File: config.mk
export PLATFORM = sky130hd
export DESIGN_NAME = i2s_sample_serializer
export DESIGN_NICKNAME = d
export VERILOG_FILES = /design/src/rtl/i2s_sample_serializer.sv
export SDC_FILE = /design/constraint.sdc
export NUM_CORES = 1
export LEC_CHECK = 0
export BUFFER_PORTS_ARGS = -buffer_cell sky130_fd_sc_hd__buf_2
export CAP_MARGIN = 25
export CORE_MARGIN = 2
export CORE_UTILIZATION = 61
export CTS_BUF_LIST = sky130_fd_sc_hd__clkbuf_4
export DETAILED_ROUTE_END_ITERATION = 7
export GPL_TIMING_DRIVEN = 0
export MAX_ROUTING_LAYER = met4
export PLACE_DENSITY = 0.79
export SETUP_SLACK_MARGIN = 0.02
export SLEW_MARGIN = 10
export SYNTH_ARGS = -nofsm -noshare
export SYNTH_HDL_FRONTEND = slang
export SYNTH_SLANG_ARGS = --single-unit
File: constraint.sdc
create_clock -name clk -period 9.7 [get_ports clk]
set_clock_uncertainty 0.2 [all_clocks]
set_input_delay 0.97 -clock clk [delete_from_list [all_inputs] [get_ports clk]]
set_output_delay 0.97 -clock clk [all_outputs]
set_load 0.02 [all_outputs]
File: src/rtl/i2s_sample_serializer.sv
// Buffers a mono Avalon-ST sample stream and serializes each sample as a
// 24-bit stereo I2S frame (same sample on both channels) with sticky flags.
module i2s_sample_serializer #(
  parameter int CLK_DIV    = 8,
  parameter int FIFO_DEPTH = 8
) (
  input  logic                         clk,
  input  logic                         reset,
  input  logic [31:0]                  asi_ss0_data,
  input  logic                         asi_ss0_valid,
  input  logic                         i_clear_flags,
  output logic                         o_bclk,
  output logic                         o_lrclk,
  output logic                         o_sdata,
  output logic                         o_overflow,
  output logic                         o_underflow,
  output logic [$clog2(FIFO_DEPTH):0]  o_fifo_level
);
  localparam int AW = $clog2(FIFO_DEPTH);
  localparam int DW = $clog2(CLK_DIV);
  localparam logic [DW-1:0] DIV_LAST = DW'(CLK_DIV - 1);
  localparam logic [AW:0]   LVL_FULL = (AW + 1)'(FIFO_DEPTH);

  logic [DW-1:0] div_cnt_q, div_cnt_d;
  logic          bclk_q, bclk_d;
  logic          lrclk_q, lrclk_d;
  logic          sdata_q, sdata_d;
  logic [5:0]    slot_q, slot_d, slot_nxt;
  logic [23:0]   shift_q, shift_d;
  logic [AW-1:0] rd_ptr_q, rd_ptr_d, wr_ptr_q, wr_ptr_d;
  logic [AW:0]   level_q, level_d;
  logic          ovf_q, ovf_d, udf_q, udf_d;
  logic [23:0]   mem_q [FIFO_DEPTH];

  logic wrap, fall, frame_start, empty, full, pop, push;
  logic unused_hi_bits;

  assign unused_hi_bits = ^asi_ss0_data[31:24];

  assign wrap        = (div_cnt_q == DIV_LAST);
  assign fall        = wrap & bclk_q;
  assign slot_nxt    = slot_q + 6'd1;
  assign frame_start = fall & (slot_q == 6'd63);
  assign empty       = (level_q == '0);
  assign full        = (level_q == LVL_FULL);
  assign pop         = frame_start & ~empty;
  // A pop in the same cycle frees the slot, so a push into a full FIFO is accepted.
  assign push        = asi_ss0_valid & (~full | pop);

  always_comb begin
    div_cnt_d = wrap ? '0 : div_cnt_q + DW'(1);
    bclk_d    = bclk_q ^ wrap;
    slot_d    = slot_q;
    lrclk_d   = lrclk_q;
    sdata_d   = sdata_q;
    shift_d   = shift_q;
    rd_ptr_d  = pop  ? rd_ptr_q + AW'(1) : rd_ptr_q;
    wr_ptr_d  = push ? wr_ptr_q + AW'(1) : wr_ptr_q;
    level_d   = level_q;
    ovf_d     = (asi_ss0_valid & full & ~pop) | (ovf_q & ~i_clear_flags);
    udf_d     = (frame_start & empty) | (udf_q & ~i_clear_flags);

    case ({push, pop})
      2'b10:   level_d = level_q + (AW + 1)'(1);
      2'b01:   level_d = level_q - (AW + 1)'(1);
      default: level_d = level_q;
    endcase

    if (fall) begin
      slot_d  = slot_nxt;
      lrclk_d = slot_nxt[5];
      sdata_d = 1'b0;
      if (frame_start) begin
        shift_d = pop ? mem_q[rd_ptr_q] : '0;
      end else if (slot_nxt[4:0] >= 5'd1 && slot_nxt[4:0] <= 5'd24) begin
        // Rotating keeps the sample intact for the right channel after 24 bits.
        sdata_d = shift_q[23];
        shift_d = {shift_q[22:0], shift_q[23]};
      end
    end
  end

  always_ff @(posedge clk) begin
    if (reset) begin
      div_cnt_q <= '0;
      bclk_q    <= 1'b0;
      lrclk_q   <= 1'b0;
      sdata_q   <= 1'b0;
      slot_q    <= 6'd63;
      shift_q   <= '0;
      rd_ptr_q  <= '0;
      wr_ptr_q  <= '0;
      level_q   <= '0;
      ovf_q     <= 1'b0;
      udf_q     <= 1'b0;
    end else begin
      div_cnt_q <= div_cnt_d;
      bclk_q    <= bclk_d;
      lrclk_q   <= lrclk_d;
      sdata_q   <= sdata_d;
      slot_q    <= slot_d;
      shift_q   <= shift_d;
      rd_ptr_q  <= rd_ptr_d;
      wr_ptr_q  <= wr_ptr_d;
      level_q   <= level_d;
      ovf_q     <= ovf_d;
      udf_q     <= udf_d;
    end
  end

  always_ff @(posedge clk) begin
    if (push) mem_q[wr_ptr_q] <= asi_ss0_data[23:0];
  end

  assign o_bclk       = bclk_q;
  assign o_lrclk      = lrclk_q;
  assign o_sdata      = sdata_q;
  assign o_overflow   = ovf_q;
  assign o_underflow  = udf_q;
  assign o_fifo_level = level_q;
endmodule

# Word-level counts from Yosys, hierarchy flattened
# Memories as Yosys holds them, arrays and structs flattened. A register that Yosys moved wholly into a read port is not among the register bits.
# Cells that the tools add are included.
# W data, S select, Z words.
op_classes:
  n_addsub: 6
  mul: 0
  div_mod_pow: 0
  n_lt_le_gt_ge: 2
  n_eq_ne: 5
  n_shift: 0
  muxes: 10
  n_bitwise: 17
  n_reduce_logical: 6
op_table:
  columns: ["cell", "count"]
  rows:
  - ["$mux W24", 3]
  - ["$add A3 B1 Y3 const B", 3]
  - ["$and A1 B1 Y1", 9]
  - ["$pmux W4 S2", 1]
  - ["$add A6 B1 Y6 const B", 1]
  - ["$eq A6 B6 Y1 const B", 1]
  - ["$mux W3", 2]
  - ["$ge A5 B1 Y1 const B", 1]
  - ["$le A5 B5 Y1 const B", 1]
  - ["$add A4 B1 Y4 const B", 1]
  - ["$eq A4 B4 Y1 const B", 1]
  - ["$logic_not A4 Y1", 1]
  - ["$mux W1", 4]
  - ["$not A1 Y1", 4]
  - ["$reduce_bool A2 Y1", 2]
  - ["$sub A4 B1 Y4 const B", 1]
  - ["$eq A3 B3 Y1 const B", 1]
  - ["$or A1 B1 Y1", 3]
  - ["$eq A2 B1 Y1 const B", 1]
  - ["$eq A2 B2 Y1 const B", 1]
  - ["$reduce_and A2 Y1", 1]
  - ["$reduce_or A2 Y1", 1]
  - ["$logic_and A1 B1 Y1", 1]
  - ["$xor A1 B1 Y1", 1]
totals:
  regBits: 48
  latchBits: 0
  ram_bits: 192
  mem_bits_ro: 0
  input_bits: 36
  output_inout_bits: 9
  word_cells: 58
  mem_count: 1
mem_list:
  columns: ["memory", "words", "width", "read_ports", "rd_clocked_by_memory_dff", "write_ports", "line", "source"]
  rows:
  - ["mem_q", 8, 24, 1, 1, 1, "33", "logic [23:0] mem_q [FIFO_DEPTH];"]

# Logic depth before layout (Yosys ltp)
# Gate-level depths: netlist of run 1.
logic_depth:
  depth_word: 8
  depth_mapped: 11
  mapped_depth_nobuf: 11

# Worst setup path after synthesis of run 1
# Ideal clock, no wire load.
synth_path:
  kind: "reg-to-reg"
  startpoint: "reg div_cnt_q[0]"
  endpoint: "mem mem_q[1][0] (enable)"
  setup_ps: 435
  arrival_time_ps: 3368
  required_time_ps: 9065
  slack_ps: 5697
  path_stages_with_launch: 10
  path_buffers: 2
  period_less_slack_ps: 4003
  path_cell_list: "dfxtp_1 > ha_1 > ha_1 > ha_1 > nand3_2 > nor2_1 > buf_4 > buf_2 > o211ai_1 > nor3_1"
synth_between:
  elab_chain_cells: 8
synth_lines:
  columns: ["element", "line", "source"]
  rows:
  - ["start: declaration", "24", "logic [DW-1:0] div_cnt_q, div_cnt_d;"]
  - ["start signal: assignment", "97", "div_cnt_q <= div_cnt_d;"]
  - ["$eq A3 B3 Y1", "40", "assign wrap = (div_cnt_q == DIV_LAST);"]
  - ["$and A1 B1 Y1", "41", "assign fall = wrap & bclk_q;"]
  - ["named net fall", "35", "logic wrap, fall, frame_start, empty, full, pop, push;"]
  - ["$and A1 B1 Y1", "43", "assign frame_start = fall & (slot_q == 6'd63);"]
  - ["$and A1 B1 Y1", "46", "assign pop = frame_start & ~empty;"]
  - ["$or A1 B1 Y1", "48", "assign push = asi_ss0_valid & (~full | pop);"]
  - ["$and A1 B1 Y1", "48", null]
  - ["$mux W1", "112", "if (push) mem_q[wr_ptr_q] <= asi_ss0_data[23:0];"]
  - ["$mux W1 (not written as such)", "112", null]
  - ["end: declaration", "33", null]
# The timed path passes the listed nets, and every way through them passes these cells.

# Worst setup path in the final report of run 1
layout_path:
  startpoint: "reg div_cnt_q[0]"
  endpoint: "mem mem_q[1][4] (enable)"
# The elaborated chain is that of the path after synthesis.

==> results of run 1 <==
==> where the power goes <==
group	internal, mW	total, mW	switching (mW)
combinational	0.0287	0.0692	0.0405
clock	0.435	0.808	0.373
sequential	1.14	1.15	0.00695
==> path summary, 6_finish.rpt <==
check                                  start            to  slack [ns]  cells after the start
worst max-delay path            div_cnt_q[0]   mem_q[1][4]        5.85                     11
worst min-delay path            div_cnt_q[0]  div_cnt_q[0]        0.25                      1
worst max register to register  div_cnt_q[0]   mem_q[1][4]        5.85                     11
worst min register to register  div_cnt_q[0]  div_cnt_q[0]        0.25                      1
==> layer usage <==
layer  share of wire (%)  wire length (um)
met5                   0                 0
met4                 3.8               733
met3                 6.3              1228
met2                  51              9903
met1                  39              7589
==> state kept, by name (all words and copies together), names as in the netlist, named ones only <==
register and flops:
shift_q 24, wr_ptr_q 3, o_fifo_level 4, div_cnt_q 3, o_overflow 1, mem_q 192
o_underflow 1, o_bclk 1, o_lrclk 1, rd_ptr_q 3, slot_q 6, o_sdata 1
==> cells in the final DEF (no fill, tap or decap), types with 24 or more instances in the layout <==
master and n:
dfxtp_1 51, mux2_2 24, a22oi_1 24, clkbuf_4 87, a31o_1 24, nor2_1 37, buf_2 42, a21oi_1 31
edfxtp_1 192, mux4_2 48
==> layout make-up <==
cell class | instances | area [um2]
clock inverter | 17 | 93.84
multi-input combinational | 283 | 2804
tap | 216 | 270.3
sequential | 243 | 6787
inverter | 5 | 18.77
buffer | 38 | 205.2
clock buffer | 87 | 653.1
antenna | 1 | 2.502
timing repair buffer | 46 | 339.1
fill | 997 | 4597
==> synth_stat cells (2+ instances only) <==
| cell | number |
|---|---|
| xor2_1 | 8 |
| buf_2 | 8 |
| mux4_2 | 48 |
| nand2_1 | 12 |
| nor2b_1 | 4 |
| buf_6 | 5 |
| ha_1 | 9 |
| mux2i_1 | 4 |
| xnor2_1 | 7 |
| o21ai_1 | 2 |
| or2_1 | 3 |
| a21oi_1 | 31 |
| inv_1 | 4 |
| o211ai_1 | 3 |
| nor3_1 | 7 |
| nand2b_1 | 3 |
| nand3_2 | 4 |
| nor3b_1 | 2 |
| nor2_1 | 43 |
| buf_4 | 4 |
| edfxtp_1 | 192 |
| dfxtp_1 | 51 |
| clkbuf_1 | 20 |
| nand4_1 | 5 |
| mux2_2 | 24 |
| a22oi_1 | 24 |
| a31o_1 | 24 |
==> cell families (layout without fill, tap and decap cells) <==
family / after synthesis / after routing
and+or+nand+nor: 91 / 91
muxes: 76 / 76
xor gates and xnor gates: 15 / 15
other: 0 / 1
buffers and inverters: 43 / 193
adders and majority gates: 9 / 9
AOI/OAI and AO/OA: 92 / 92
DFF: 243 / 243
==> metrics by stage <==
step | cell area (um2) | total power [mW]
after floorplan | 9759 | 1.207
after global placement | 10200 | 1.232
after detailed placement | 10420 | 1.242
after CTS | 11170 | 2.050
after global routing | 11170 | 2.112
final | 11170 | 2.026
==> results by group, run 1 <==
Run status
  – Outcome: complete, no violations

Synth
  – Mean post-synth cell area: 17.15 um2
  – Synth top area share: 59.08%
  – Synth area leader: edfxtp_1
  – XOR/XNOR share of the synthesized area: 1.346%
  – Ranking of synthesized cells by area: edfxtp_1 59%, mux4_2 11%, dfxtp_1 10%
  – Seq/Total Area, Yosys: 69.54%
  – Post-Synth Adder-Cell Area: 1.154%
  – Post-synthesis simple-gate area fraction: 4.744%
  – Ys flop type: edfxtp_1
  – Synthesis Warnings: 0
  – Yosys cell types: 45
  – Fraction of registers with async set/reset: 0%
  – Largest family of logic cells by synthesized area: multiplexers
  – Post-synthesis mux area share: 14.26%
  – Post-synth EDFFs: 192
  – Cells after Synth: 569
  – Synth Area in Compound Gates: 6.667%
  – Post-Syn Area: 9759 um2
  – Post-Syn Nets: 614
  – FF+latch count, synth: 243

Critical path
  – CP Capture Type: register
  – CP cell instances: ha_1, ha_1, ha_1, nand3_2, nor2_1, buf_4, buf_2, o211ai_1, nor3_2, buf_6, buf_4
  – WP buf/inv: 4
  – Worst-path fanout max: 10
  – CP max stage cell: nor3_2
  – Critical path class: register to register
  – CP peak stage delay: 0.69 ns
  – CP top delay family: simple AND/OR/NAND/NOR gates
  – Worst path most repeated cell: ha_1
  – Startpoint types: register
  – Required time worst endpoint: 9.84 ns
  – Critical Path AT: 3.99 ns

Detailed routing
  – Initial DRT Pass Iterations: 5
  – Avg WL per Cell: 20.78 um
  – Initial DRC Count: 510
  – DRC viols: 0
  – Detail Route Antenna Nets: 0
  – Vias/cell: 5.916
  – Via count: 5537
  – Final WL: 19.45 mm

Global routing
  – Global routing's busiest layer: met2
  – Tot GR Track Use: 24.79%
  – Initial antenna violation count: 1
  – Vias in the first global route: 5669
  – Largest net degree at the start of global routing: 22
  – GRT met3 Usage: 5.008%
  – Grt met2 use: 40.04%
  – Grt met1 use: 29.93%
  – First-pass GRT wire length: 30.12 mm
  – GR Overflow Total: 0

Die
  – Die Y: 130.5 um
  – Starting density of the core: 61.89%
  – Die area: 17030 um2
  – Core area: 15770 um2
  – Die Wd: 130.5 um
  – IO Count: 45
  – Std-Cell Rows: 46

Clock tree
  – Worst-Skew Late Latency: 0.66 ns
  – Hold buffer count at CTS: 0
  – Clk Tree Root Cell: clkbuf_4
  – Clock slew at reported path FFs: 0.07 ns
  – # resized after CTS: 0
  – Setup repair bufs after CTS: 0
  – CTS Buf Count: 58
  – Max clock buf depth: 3
  – Max H-tree Level: 2
  – CTS tree: built
  – Clk sinks: 243

Placed design
  – Dpl hpwl: 12.65 mm
  – Setup slack at placement: 5.922 ns
  – Inst Count DP: 831
  – Port buffer count: 34
  – RePlAce Congestion: 0.8695

Flow run
  – Number of max-cap violations: 0

Timing
  – Hold Slack: 0.2534 ns
  – Final Max Slew Viols: 0
  – Final Cycle Share: 39.71%
  – Setup_tns: 0 ns
  – F_max: 0.2596 GHz
  – Setup ws final: 5.848 ns
  – Worst Max-Slew Pin Slew: 0.8912 ns
  – Final setup fails: 0
  – Slew margin rel.: 40.58%
  – Hold Fails Final Rpt: 0
  – Crit path time final: 3.852 ns
  – Unrepaired setup endpoints after global routing: false

Final layout
  – Non-filler instance count after layout: 936
  – Final Util: 70.85%
  – Share of cells above drive strength 1: 33.52%
  – Final-stage net count: 720
  – Area grow syn2layout: 14.49%

Pwr
  – P_leak: 3.756 nW
  – VDD IR max: 0.1046 mV
  – Pwr Density: 181.4 nW/um2

Min path
  – Worst min path class: register to register
Power figures use the tool's default switching activity.
==> run 2, diff against run 1 <==
--- a/config.mk
+++ b/config.mk
@@ -5,15 +5,16 @@
 export SDC_FILE = /design/constraint.sdc
 export NUM_CORES = 1
 export LEC_CHECK = 0
+export ABC_AREA = 1
 export BUFFER_PORTS_ARGS = -buffer_cell sky130_fd_sc_hd__buf_2
 export CAP_MARGIN = 25
 export CORE_MARGIN = 2
-export CORE_UTILIZATION = 61
+export CORE_UTILIZATION = 57
 export CTS_BUF_LIST = sky130_fd_sc_hd__clkbuf_4
 export DETAILED_ROUTE_END_ITERATION = 7
 export GPL_TIMING_DRIVEN = 0
 export MAX_ROUTING_LAYER = met4
-export PLACE_DENSITY = 0.79
+export PLACE_DENSITY = 0.78
 export SETUP_SLACK_MARGIN = 0.02
 export SLEW_MARGIN = 10
 export SYNTH_ARGS = -nofsm -noshare
==> constraint.sdc (replaced) <==
create_clock -name clk -period 3.5 [get_ports clk]
set_clock_uncertainty 0.2 [all_clocks]
set_input_delay 0.35 -clock clk [delete_from_list [all_inputs] [get_ports clk]]
set_output_delay 0.35 -clock clk [all_outputs]
set_load 0.02 [all_outputs]
==> results by group, run 2 <==
Run status
  – Outcome: complete, no violations

Critical path
  – Worst-path fanout max: 15 (+5)
  – FF-to-FF path depth: 13 (+2)
  – Critical Path AT: 3.39 ns (-0.60 ns)
  – CP cell instances: ha_1, ha_1, ha_1, buf_4, nand2_1, nor2_2, nand2_1, nand2_1, nand2_1, nor2_1, inv_1, nor2_4, buf_16
  – CP max stage cell: nor2_4
  – Startpoint types: register
  – Worst path most repeated cell: nand2_1
  – R2R setup slack: 0.31 ns (-5.54 ns)
  – Required time worst endpoint: 3.69 ns (-6.15 ns)
  – Worst reg2reg path startpoint: div_cnt_q[0]
  – CP Capture Type: register
  – Critical path class: register to register
  – CP peak stage delay: 0.46 ns (-0.23 ns)
  – Reg2Reg Capture Point: mem_q[3][6]

Min path
  – Worst Hold Path EP: div_cnt_q[0]
  – Worst min path class: register to register
  – Hold path start: div_cnt_q[0]
  – Hold path cells: 1 (unchanged)

Final layout
  – Top Registers: mem_q x192, shift_q x24, slot_q x6
  – Fillcell total: 1292 (+30%)
  – Max FFs per register: 192 (unchanged)
  – Final-stage net count: 1178 (+64%)
  – Final Util: 69.68% (-1.2 points)
  – Most frequent cells in the layout: 349 x nand2_1, 192 x edfxtp_1, 112 x nand3_1, 95 x clkbuf_4, 62 x buf_2
  – Share of cells above drive strength 1: 18.10% (-15 points)
  – Most common cell after layout, fill and taps aside: nand2_1
  – Register name with the most flops: mem_q
  – Final Instance Area: 12140 um2 (+8.6%)
  – Area grow syn2layout: 18.86%

Detailed routing
  – Vias/cell: 5.565 (-5.9%)
  – Via count: 7836 (+42%)
  – Final WL: 26.04 mm (+34%)
  – Detail Route Antenna Nets: 0 (unchanged)
  – Initial DRT Pass Iterations: 5 (unchanged)
  – Avg WL per Cell: 18.49 um (-11%)
  – Initial DRC Count: 798 (+56%)
  – DRC viols: 0 (unchanged)

Pwr
  – VDD IR max: 0.4238 mV (+310%)
  – Pwr Density: 481.8 nW/um2 (+170%)
  – Total power: 5.847 mW (+190%)
  – P_leak: 4.889 nW (+30%)

Die
  – Starting density of the core: 58.63% (-3.3 points)
  – Core area: 17420 um2 (+10%)
  – Die Y: 137.8 um (+5.6%)
  – Std-Cell Rows: 48 (+4.3%)
  – Die Wd: 137.8 um (+5.6%)
  – IO Count: 45 (unchanged)
  – Die area: 19000 um2 (+12%)

Clock tree
  – Clk sinks: 243 (unchanged)
  – Clock slew at reported path FFs: 0.06 ns (about the same)
  – Max H-tree Level: 2 (unchanged)
  – Clk Tree Root Cell: clkbuf_4
  – Max clock buf depth: 3 (unchanged)
  – CTS Buf Count: 59 (+1.7%)
  – CTS tree: built
  – Worst-Skew Late Latency: 0.73 ns (+0.07 ns)

Synth
  – Largest family of logic cells by synthesized area: simple AND/OR/NAND/NOR gates
  – Post-synthesis mux area share: 0% (-14 points)
  – Yosys cell types: 32 (-29%)
  – Synth Area in Compound Gates: 5.342% (-1.3 points)
  – Mean post-synth cell area: 10.30 um2 (-40%)
  – Top cells by count, synth: 349 x nand2_1, 192 x edfxtp_1, 112 x nand3_1
  – Ys flop type: edfxtp_1
  – Post-synth EDFFs: 192 (unchanged)
  – Ranking of synthesized cells by area: edfxtp_1 56%, nand2_1 13%, dfxtp_1 10%
  – Post-Synth Adder-Cell Area: 1.103% (-0.051 points)
  – Cells after Synth: 991 (+74%)
  – Synthesis Warnings: 0 (unchanged)
  – Fraction of registers with async set/reset: 0% (unchanged)
  – Most frequent cell after synthesis: nand2_1
  – Seq/Total Area, Yosys: 66.46% (-3.1 points)
  – Synth top area share: 56.46% (-2.6 points)
  – Synth area leader: edfxtp_1
  – Post-synthesis simple-gate area fraction: 22.67% (+18 points)
  – FF+latch count, synth: 243 (unchanged)
  – XOR/XNOR share of the synthesized area: 0.1715% (-1.2 points)
  – Post-Syn Nets: 1036 (+69%)
  – Post-Syn Area: 10210 um2 (+4.6%)

Timing
  – Unrepaired setup endpoints after global routing: false
  – Crit path time final: 3.192 ns (-0.6596 ns)
  – Worst Max-Slew Pin Slew: 0.8281 ns (-0.06314 ns)
  – Final Max Slew Viols: 0 (unchanged)
  – Hold Fails Final Rpt: 0 (unchanged)
  – Final setup fails: 0 (unchanged)
  – Setup ws final: 0.3077 ns (-5.540 ns)
  – Setup_tns: 0 ns (unchanged)
  – F_max: 0.3133 GHz (+21%)
  – Final Cycle Share: 91.21% (+51 points)
  – Slew margin rel.: 44.79% (+4.2 points)

Global routing
  – Largest net degree at the start of global routing: 17 (-23%)
  – Tot GR Track Use: 28.68% (+3.9 points)
  – Vias in the first global route: 7503 (+32%)
  – Initial antenna violation count: 1 (unchanged)
  – First-pass GRT wire length: 39.00 mm (+29%)
  – GR Overflow Total: 0 (unchanged)

Placed design
  – Dpl cell area: 10930 um2 (+4.8%)
  – Port buffer count: 36 (+5.9%)
  – Dpl hpwl: 15.80 mm (+25%)
  – Setup slack at placement: 0.03708 ns (-5.884 ns)
  – RePlAce Congestion: 0.8616 (-0.91%)

Flow run
  – Number of max-cap violations: 0 (unchanged)
-- run 2: per-stage QoR --
step	hold slack [ns]	cells
finish	0.2205	1408
global route	0.2285	1408
CTS	0.2077	1399
detailed placement	0.2183	1259
global placement	0.2070	1252
floorplan	0.1969	991
-- run 2: repair_timing --
item	in CTS	in global routing
buffers inserted	0	8
hold buffers	29	0
pin swaps	1	6
endpoints found under the setup margin	2	97
endpoints found under the hold margin	209	0
gates cloned	1	0
gates resized for setup	0	1
-- run 2: logic make-up after synthesis --
family                     Yosys count
xor gates and xnor gates             2
DFF                                243
and+or+nand+nor                    545
adders and majority gates            9
buffers and inverters               92
AOI/OAI and AO/OA                  100
-- run 2: area by class of cell --
class / count / area [um2] / share of cell area (%)
Timing Repair Buffer: 80 / 773.2 / 6.371
Inverter: 36 / 135.1 / 1.113
Clock inverter: 15 / 83.83 / 0.6907
Buffer: 56 / 299.0 / 2.464
Sequential cell: 243 / 6787 / 55.92
Tap cell: 225 / 281.5 / 2.320
Clock buffer: 95 / 713.2 / 5.876
Multi-Input combinational cell: 657 / 3062 / 25.23
Antenna cell: 1 / 2.502 / 0.02062
-- run 2: worst max-delay path by stage --
stage / startpoint / to / slack [ns] / cells past startpoint
3_5_place_dp: div_cnt_q[0] / mem_q[4][8] / 0.04 / 12
6_report: div_cnt_q[0] / mem_q[3][6] / 0.31 / 13
3_3_place_gp: div_cnt_q[0] / mem_q[1][8] / -1.07 / 12
4_1_cts: div_cnt_q[0] / mem_q[4][17] / 0.05 / 12
2_1_floorplan: div_cnt_q[0] / mem_q[0][0] / 0.30 / 12
5_1_grt: div_cnt_q[0] / mem_q[0][19] / 0.03 / 13
-- run 2: worst max-delay path, delay by kind of cell (launching register included) --
family / cells / cell delay, ns
fa+ha+maj: 3 / 0.49
buf+inv: 3 / 0.57
flops: 1 / 0.33
simple gates: 7 / 1.27
-- run 2: power breakdown --
group	total (mW)	internal [mW]	switching (mW)
Clock	2.43	1.30	1.13
Sequential	3.19	3.17	0.0188
Combinational	0.226	0.0837	0.142
-- run 2: routing by layer --
layer / routed length [um] / track usage [%] / up-vias
li1: - / - / 3692
met3: 2276 / 5.850 / 69
met1: 10460 / 36.04 / 3691
met4: 696 / 11.85 / 0
met5: 0 / - / -
met2: 12610 / 45.76 / 384
==> run 3, diff against run 2 <==
--- a/config.mk
+++ b/config.mk
@@ -9,12 +9,11 @@
 export BUFFER_PORTS_ARGS = -buffer_cell sky130_fd_sc_hd__buf_2
 export CAP_MARGIN = 25
 export CORE_MARGIN = 2
-export CORE_UTILIZATION = 57
+export CORE_UTILIZATION = 45
 export CTS_BUF_LIST = sky130_fd_sc_hd__clkbuf_4
 export DETAILED_ROUTE_END_ITERATION = 7
 export GPL_TIMING_DRIVEN = 0
 export MAX_ROUTING_LAYER = met4
-export PLACE_DENSITY = 0.78
 export SETUP_SLACK_MARGIN = 0.02
 export SLEW_MARGIN = 10
 export SYNTH_ARGS = -nofsm -noshare
==> results by group, run 3 (same netlist as run 2, synthesis figures left out) <==
Global routing
  – Global routing's busiest layer: met2
  – Largest net degree at the start of global routing: 19 (+2)
  – Initial antenna violation count: 1 (unchanged)
  – GRT met3 Usage: 5.296% (-0.55 points)
  – Vias in the first global route: 7307 (-2.6%)
  – GR Overflow Total: 0 (unchanged)
  – Tot GR Track Use: 22.91% (-5.8 points)
  – Grt met2 use: 36.05% (-9.7 points)
  – Grt met1 use: 29.26% (-6.8 points)
  – First-pass GRT wire length: 39.90 mm (+2.3%)

Timing
  – Final Cycle Share: 92.28% (+1.1 points)
  – Final Max Slew Viols: 0 (unchanged)
  – Hold Slack: 0.2193 ns (-0.001254 ns)
  – Crit path time final: 3.230 ns (+0.03743 ns)
  – Slew margin rel.: 46.38% (+1.6 points)
  – Unrepaired setup endpoints after global routing: false
  – Setup_tns: 0 ns (unchanged)
  – F_max: 0.3096 GHz (-1.2%)
  – Worst Max-Slew Pin Slew: 0.8043 ns (-0.02384 ns)
  – Final setup fails: 0 (unchanged)
  – Setup ws final: 0.2703 ns (-0.03743 ns)
  – Hold Fails Final Rpt: 0 (unchanged)

Detailed routing
  – Avg WL per Cell: 17.49 um (-5.5%)
  – DRC viols: 0 (unchanged)
  – Via count: 7467 (-4.7%)
  – Initial DRT Pass Iterations: 5 (unchanged)
  – Initial DRC Count: 500 (-37%)
  – Final WL: 25.67 mm (-1.4%)
  – Detail Route Antenna Nets: 0 (unchanged)
  – Vias/cell: 5.087 (-8.6%)

Clock tree
  – CTS Buf Count: 66 (+12%)
  – Max H-tree Level: 3 (+1)
  – Clock slew at reported path FFs: 0.06 ns (about the same)
  – Clk Tree Root Cell: clkbuf_4
  – Max clock buf depth: 3 (unchanged)
  – # resized after CTS: 0 (unchanged)
  – Worst-Skew Late Latency: 0.65 ns (-0.08 ns)
  – Clk sinks: 243 (unchanged)
  – CTS tree: built

Critical path
  – Startpoint types: register
  – Critical Path AT: 3.36 ns (-0.03 ns)
  – Required time worst endpoint: 3.64 ns (-0.05 ns)
  – FF-to-FF path depth: 13 (unchanged)
  – CP cell instances: ha_1, ha_1, ha_1, buf_4, nand2_1, nor2_2, nand2_1, nand2_1, nand2_1, nor2_1, inv_1, nor2_4, buf_16
  – Reg2Reg Capture Point: mem_q[7][5]
  – CP max stage cell: nor2_4
  – Critical path class: register to register
  – CP peak stage delay: 0.50 ns (+0.04 ns)
  – Worst reg2reg path startpoint: div_cnt_q[0]
  – CP top delay family: simple AND/OR/NAND/NOR gates
  – Worst path most repeated cell: nand2_1
  – WP buf/inv: 3 (unchanged)
  – R2R setup slack: 0.27 ns (-0.04 ns)
  – CP Capture Type: register
  – Crit path from: div_cnt_q[0]
  – Worst-path fanout max: 13 (-2)

Run status
  – Outcome: complete, no violations

Placed design
  – Dpl cell area: 11010 um2 (+0.80%)
  – Dpl hpwl: 16.40 mm (+3.8%)
  – Port buffer count: 36 (unchanged)
  – Setup slack at placement: 0.1458 ns (+0.1087 ns)
  – RePlAce Congestion: 0.7856 (-8.8%)

Final layout
  – Max FFs per register: 192 (unchanged)
  – Most common cell after layout, fill and taps aside: nand2_1
  – Most frequent cells in the layout: 349 x nand2_1, 192 x edfxtp_1, 112 x nand3_1, 101 x clkbuf_4, 62 x buf_2
  – Register name with the most flops: mem_q
  – Final-stage net count: 1178 (unchanged)
  – Fillcell total: 2010 (+56%)
  – Final Instance Area: 12240 um2 (+0.89%)
  – Top Registers: mem_q x192, shift_q x24, slot_q x6
  – Share of cells above drive strength 1: 18.44% (+0.34 points)
  – Final Util: 54.58% (-15 points)
  – Area grow syn2layout: 19.91%

Die
  – Die Wd: 154.6 um (+12%)
  – Die area: 23910 um2 (+26%)
  – IO Count: 45 (unchanged)
  – Starting density of the core: 45.52% (-13 points)
  – Std-Cell Rows: 55 (+15%)
  – Core area: 22430 um2 (+29%)
  – Die Y: 154.6 um (+12%)

Min path
  – Worst min path class: register to register
  – Hold path start: div_cnt_q[0]
  – Hold path cells: 1 (unchanged)
  – Worst Hold Path EP: div_cnt_q[0]

Pwr
  – Pwr Density: 497.1 nW/um2 (+3.2%)
  – P_leak: 4.906 nW (+0.36%)
  – VDD IR max: 0.2738 mV (-35%)

Flow run
  – Number of max-cap violations: 0 (unchanged)
==> run 3: metal layers <==
metal	share of wire, %	vias to the layer above	wire length [um]
li1	-	3698	-
met1	44	3473	11390
met2	46	250	11930
met3	6.6	46	1697
met4	2.5	0	652
met5	0	-	0
==> run 3: area by class of cell <==
cell class	instances	area [um2]	area share, %
inverter	36	135.1	1.104
multi-input combinational	656	3050	24.91
clock inverter	16	140.1	1.144
sequential	243	6787	55.43
antenna	1	2.502	0.02044
tap	285	356.6	2.912
buffer	56	299.0	2.442
clock buffer	101	758.2	6.193
timing repair buffer	74	715.7	5.845
==> run 3: stage by stage <==
| step | power (mW) | instances |
|---|---|---|
| 6_report | 6.086 | 1468 |
| 5_1_grt | 6.323 | 1468 |
| 4_1_cts | 6.139 | 1464 |
| 3_5_place_dp | 3.443 | 1320 |
| 3_3_place_gp | 3.418 | 1312 |
| 2_1_floorplan | 3.337 | 991 |
==> run 3: power breakdown <==
part / leakage, nW / switching [mW] / total [mW] / internal (mW)
logic: 2.21 / 0.137 / 0.222 / 0.0855
registers: 2.16 / 0.0165 / 3.19 / 3.17
clock network: 0.535 / 1.14 / 2.68 / 1.53
total: 4.91 / 1.30 / 6.09 / 4.79
==> run 3: worst max path at each step <==
stage / end / slack [ns] / cells past startpoint
6_report: mem_q[7][5] / 0.27 / 13
5_1_grt: mem_q[7][5] / 0.07 / 13
4_1_cts: mem_q[6][5] / 0.12 / 13
3_5_place_dp: mem_q[6][6] / 0.15 / 13
3_3_place_gp: mem_q[0][7] / -1.33 / 12
2_1_floorplan: mem_q[0][0] / 0.30 / 12
==> run 3: what timing repair did <==
| item | in CTS | in global routing |
|---|---|---|
| endpoints found under the hold margin | 205 | 0 |
| buffers inserted | 0 | 3 |
| endpoints found under the setup margin | 0 | 37 |
| hold buffers | 27 | 0 |
